**src/rtl/branch_predictor_pkg.sv**
```systemverilog
// branch_predictor_pkg: opcode constants, 2-bit counter encodings and the
// saturating counter update shared by the predictor and its history table.
package branch_predictor_pkg;

    localparam logic [6:0] OPC_JAL    = 7'b1101111;
    localparam logic [6:0] OPC_JALR   = 7'b1100111;
    localparam logic [6:0] OPC_BRANCH = 7'b1100011;

    typedef enum logic [1:0] {
        CNT_SNT = 2'b00,
        CNT_WNT = 2'b01,
        CNT_WT  = 2'b10,
        CNT_ST  = 2'b11
    } cnt_e;

    function automatic logic [1:0] cnt_next(input logic [1:0] cur, input logic taken);
        if (taken)
            return (cur == CNT_ST) ? cur : cur + 2'd1;
        return (cur == CNT_SNT) ? cur : cur - 2'd1;
    endfunction

endpackage

```
**src/rtl/bht_counter_table.sv**
```systemverilog
// bht_counter_table: flop-based table of 2-bit saturating counters with one
// combinational read port and one synchronous update port.
module bht_counter_table
    import branch_predictor_pkg::*;
#(
    parameter int         IDX_W     = 6,
    parameter logic [1:0] RESET_CNT = 2'b01
) (
    input  logic             clk,
    input  logic             rst_n,
    input  logic [IDX_W-1:0] rd_idx,
    output logic [1:0]       rd_cnt,
    input  logic             upd_valid,
    input  logic [IDX_W-1:0] upd_idx,
    input  logic             upd_taken
);

    localparam int DEPTH = 1 << IDX_W;

    logic [1:0] cnt_q [DEPTH];
    logic [1:0] cnt_d [DEPTH];

    // Read sees the stored value, so a same-cycle update is not bypassed
    assign rd_cnt = cnt_q[rd_idx];

    always_comb begin
        cnt_d = cnt_q;
        if (upd_valid)
            cnt_d[upd_idx] = cnt_next(cnt_q[upd_idx], upd_taken);
    end

    always_ff @(posedge clk or negedge rst_n) begin
        if (!rst_n) begin
            for (int i = 0; i < DEPTH; i++)
                cnt_q[i] <= RESET_CNT;
        end else begin
            cnt_q <= cnt_d;
        end
    end

endmodule

```
**src/rtl/branch_predictor.sv**
```systemverilog
// branch_predictor: single-cycle next-PC predictor for one fetch slot, using
// static JAL/JALR targets and a bimodal history table for conditional branches.
module branch_predictor
    import branch_predictor_pkg::*;
#(
    parameter int         BHT_IDX_W = 6,
    parameter logic [1:0] RESET_CNT = 2'b01
) (
    input  logic        clk,
    input  logic        rst_n,
    input  logic        f_valid,
    input  logic [31:0] f_pc,
    input  logic [31:0] f_inst,
    input  logic        stall,
    input  logic        flush,
    output logic [4:0]  rs1pred,
    input  logic [31:0] data_rs1pred,
    input  logic        upd_valid,
    input  logic [31:0] upd_pc,
    input  logic        upd_taken,
    output logic        p_valid,
    output logic [31:0] p_pc,
    output logic [31:0] p_npc,
    output logic        p_taken
);

    logic [1:0]  cnt_rd;
    logic [31:0] rs1_val, imm_j, imm_i, imm_b, npc;
    logic        taken;

    logic        p_valid_q, p_valid_d;
    logic [31:0] p_pc_q, p_pc_d;
    logic [31:0] p_npc_q, p_npc_d;
    logic        p_taken_q, p_taken_d;

    assign rs1pred = f_inst[19:15];

    bht_counter_table #(
        .IDX_W     (BHT_IDX_W),
        .RESET_CNT (RESET_CNT)
    ) u_bht (
        .clk       (clk),
        .rst_n     (rst_n),
        .rd_idx    (f_pc[BHT_IDX_W:1]),
        .rd_cnt    (cnt_rd),
        .upd_valid (upd_valid),
        .upd_idx   (upd_pc[BHT_IDX_W:1]),
        .upd_taken (upd_taken)
    );

    always_comb begin
        imm_j   = {{12{f_inst[31]}}, f_inst[19:12], f_inst[20], f_inst[30:21], 1'b0};
        imm_i   = {{20{f_inst[31]}}, f_inst[31:20]};
        imm_b   = {{20{f_inst[31]}}, f_inst[7], f_inst[30:25], f_inst[11:8], 1'b0};
        rs1_val = (rs1pred == 5'd0) ? 32'd0 : data_rs1pred;
        npc     = f_pc + 32'd4;
        taken   = 1'b0;
        if (f_inst[1:0] != 2'b11) begin
            npc = f_pc + 32'd2;
        end else if (f_inst[6:0] == OPC_JAL) begin
            npc   = f_pc + imm_j;
            taken = 1'b1;
        end else if (f_inst[6:0] == OPC_JALR) begin
            npc   = (rs1_val + imm_i) & ~32'd1;
            taken = 1'b1;
        end else if (f_inst[6:0] == OPC_BRANCH && cnt_rd[1]) begin
            npc   = f_pc + imm_b;
            taken = 1'b1;
        end
    end

    // Flush only kills validity; the payload is don't-care so it loads freely
    always_comb begin
        p_valid_d = flush ? 1'b0 : stall ? p_valid_q : f_valid;
        p_pc_d    = stall ? p_pc_q    : f_pc;
        p_npc_d   = stall ? p_npc_q   : npc;
        p_taken_d = stall ? p_taken_q : taken;
    end

    always_ff @(posedge clk or negedge rst_n) begin
        if (!rst_n) begin
            p_valid_q <= 1'b0;
            p_pc_q    <= 32'd0;
            p_npc_q   <= 32'd0;
            p_taken_q <= 1'b0;
        end else begin
            p_valid_q <= p_valid_d;
            p_pc_q    <= p_pc_d;
            p_npc_q   <= p_npc_d;
            p_taken_q <= p_taken_d;
        end
    end

    assign p_valid = p_valid_q;
    assign p_pc    = p_pc_q;
    assign p_npc   = p_npc_q;
    assign p_taken = p_taken_q;

endmodule

```
**config.mk**
```make
export PLATFORM = sky130hd
export DESIGN_NAME = branch_predictor
export DESIGN_NICKNAME = d
export VERILOG_FILES = /design/src/rtl/branch_predictor_pkg.sv /design/src/rtl/bht_counter_table.sv /design/src/rtl/branch_predictor.sv
export SDC_FILE = /design/constraint.sdc
export NUM_CORES = 1
export LEC_CHECK = 0
export CORE_MARGIN = 2
export CORE_UTILIZATION = 54
export DETAILED_ROUTE_END_ITERATION = 16
export PLACE_DENSITY = 0.79
export SKIP_CTS_REPAIR_TIMING = 1
export SLEW_MARGIN = 20
export SYNTH_ARGS = -nofsm -noshare
export SYNTH_HDL_FRONTEND = slang
export SYNTH_SLANG_ARGS = --single-unit
```
**constraint.sdc**
```tcl
create_clock -name clk -period 7 [get_ports clk]
set_input_delay 1.75 -clock clk [delete_from_list [all_inputs] [get_ports clk]]
set_output_delay 1.75 -clock clk [all_outputs]
set_load 0.01 [all_outputs]
```
==> results by group <==
Synth
  • Area leader, netlist: dfrtp_1
  • Post-synth cell types: 82
  • Mapped Area: 15400 µm²
  • Register area share after synthesis: 0.321
  • Post-synth EDFFs: 0
  • Post-Syn Instances: 1666
  • Syn_nets: 1879
  • Post-synth ARST share: 1.00
  • Synth area leaders: dfrtp_1 (21%), mux2_2 (12%), dfstp_2 (11%), ha_1 (6.1%), xnor2_1 (4.2%)
  • Post-synth top area share: 0.211
  • Syn Area/Cell: around 9.2 µm²
  • Most used DFF post-synth: dfrtp_1
  • Synth warnings: 0
  • Post-synthesis register bit count: 194

Placement
  • Hpwl dp: around 37000 µm
  • Place WS: 0.894 ns
  • RePlAce Congestion: 0.991
  • # port buffers: ~180

Global route
  • Initial antenna violation count: 0
  • Met3 Usage GRT: 0.0506
  • Grt peak-use layer: met2
  • Met1 usage: 0.406
  • Gr ovfl total: 0
  • Vias in the first global route: 13.9k
  • M2 GR Usage: 0.562
  • Largest net degree at the start of global routing: 110
  • Total GRT Usage: 0.332
  • First-pass GRT wire length: 78300 µm

Floorplan
  • I/O pins: just over 200
  • Die Ht: 173 µm
  • Floorplan row count: 61
  • Initial Util: 0.551
  • Die ar.: 29900 µm²
  • Die X: approximately 170 µm
  • Core area: 27900 µm²

Timing
  • Final setup viols: 0
  • RSZ-0062 raised after global routing: false
  • Worst hold slack: 0.494 ns
  • Slew HR: 0.236
  • Max-slew violations: 0
  • Hold Vio Cnt, Final: 0
  • Worst setup margin: roughly 1.3 ns
  • Fin Setup TNS: 0 ns
  • Skew final: roughly 0.021 ns
  • Fmax: 0.175 GHz
  • Min Tclk post-route: 5.71 ns
  • Slew @ Worst Pin: 1.14 ns
  • Final Cycle Share: 0.816

Setup path
  • Worst Path Arrival: 6.05 ns
  • CP Launch Type: input port
  • Crit Path Category: input port to flip-flop
  • R2r worst-path depth: 10
  • Reg2reg setup slack: 3.63 ns
  • Reg-to-reg endpoint: p_npc[28]
  • CP max FO: 18
  • Critical Path Sink Type: flip-flop
  • CP Launch Point: f_inst[16]
  • Critical Path RT: 7.33 ns
  • Reg2reg start: u_bht.cnt_q[125]
  • Worst Setup EP: p_npc[30]

Drt
  • Avg WL per Cell: 23.2 µm
  • Total number of vias: ~14k
  • WL final: approximately 50000 µm
  • Routed Antenna Nets: 0
  • DRC: 0
  • Starting DRC count in detailed routing: roughly 1.6k
  • TritonRoute pass-1 iters: 6
  • DR vias/cell: 6.55

Final layout
  • Most frequent cells in the layout: clkdlybuf4s50_1 (175), mux2_2 (162), nand2_1 (130), dfrtp_1 (130), nor2_1 (128)
  • Share of layout cells above drive strength 1: 0.185
  • Most common cell after layout, fill and taps aside: clkdlybuf4s50_1
  • Antenna cells: 0
  • Layout area overhead: 17.0%
  • # nets final: approximately 2.0k

Clock tree
  • H-tree Lvls: 4
  • Register clock-pin slew on the reported worst setup and hold paths: around 0.080 ns
  • Clock sinks: 194
  • CTS tree: yes
  • Num CTS Buffers: 17
  • CTS root buffer: clkbuf_16
  • Skew-Pair Late Insertion Delay: 0.46 ns
  • Clock tree buffer depth: 2

Hold path
  • Min-delay worst type: flip-flop to flip-flop

Run status
  • Status: complete, no violations

Power and ir drop
  • Worst IR Drop VDD: 0.000182 V
  • LEAKAGE: 7.35 nW
  • Power Density: 188 nW/µm²

Flow run
  • Max_cap viols: 0
## state kept, by name, summed over array words and instances (netlist names)
name	count
p_npc	32
u_bht.cnt_q	128
p_taken	1
p_valid	1
p_pc	32
## layer usage
layer / routed length (µm) / part of all wire
met1: 19000 / 0.38
met3: 3770 / 0.075
met4: 3160 / 0.063
met5: 0 / 0
met2: 24500 / 0.49
## how the worst min path moves through the flow
stage | startpoint | cells after the start | to
final | p_npc[0] | 2 | p_npc[0]
after global routing | p_pc[17] | 1 | p_pc[17]
after CTS | p_npc[0] | 2 | p_npc[0]
after detailed placement | p_npc[0] | 2 | p_npc[0]
after global placement | p_pc[1] | 2 | p_pc[1]
after floorplan | u_bht.cnt_q[125] | 1 | u_bht.cnt_q[125]
## kinds of logic (layout without fill, tap and decap cells)
logic type	count (synthesis)	in the layout	synth area share
AOI/OAI and AO/OA	457	457	0.195
xor gates and xnor gates	136	136	0.0774
adders and majority gates	80	80	0.0664
buffers and inverters	139	268	0.0382
DFF	194	194	0.321
muxes	189	189	0.148
and+or+nand+nor	471	471	0.154
## cells in the mapped netlist (all sizes together), types with 24 or more instances
cell / number
xor2: 63
buf: 41
nor3: 24
nor2b: 41
a21o: 31
ha: 75
mux2: 162
o21ai: 85
nand2: 130
a31oi: 30
nor2: 131
clkbuf: 68
a22oi: 49
dfstp: 64
dfrtp: 130
a21oi: 109
inv: 29
nand3: 31
xnor2: 73
## cell type report
class                   instances  area (µm²)
inverters                      30         113
flip-flops and latches        194        4930
multi-input cells            1333        9870
clock inverters                14         188
fillers                      2307        9940
well taps                     378         473
clock buffers                  18         429
repair buffers                206        1980
## worst max-delay path, cell delays in order
cell,delay [ns]
clkdlybuf4s50_1,0.52
or4_4,0.64
nor2_4,0.35
nor2b_1,0.09
ha_1,0.39
nand2_1,0.14
o32ai_1,0.26
nor2_1,0.12
a21oi_1,0.36
a21oi_1,0.24
o41ai_1,0.41
xor2_1,0.10
o21ai_0,0.35
o221a_2,0.26
o21ai_1,0.05
## through the flow
| stage | area [µm²] | util | power [W] | instances |
|---|---|---|---|---|
| 2_1_floorplan | 15400 | - | 0.00195 | 1666 |
| 3_3_place_gp | 17400 | 0.622 | 0.00232 | 2141 |
| 3_5_place_dp | 17400 | 0.622 | 0.00235 | 2141 |
| 4_1_cts | 18000 | 0.644 | 0.00336 | 2173 |
| 5_1_grt | 18000 | 0.644 | 0.00351 | 2173 |
| 6_report | 18000 | 0.644 | 0.00338 | 2173 |
## where the power goes
| group | internal [W] | switching (W) |
|---|---|---|
| sequential | 0.00127 | 0.0000717 |
| clock | 0.000489 | 0.000537 |
| combinational | 0.000448 | 0.000567 |
| total | 0.00220 | 0.00118 |
Power figures use the tool's default switching activity.
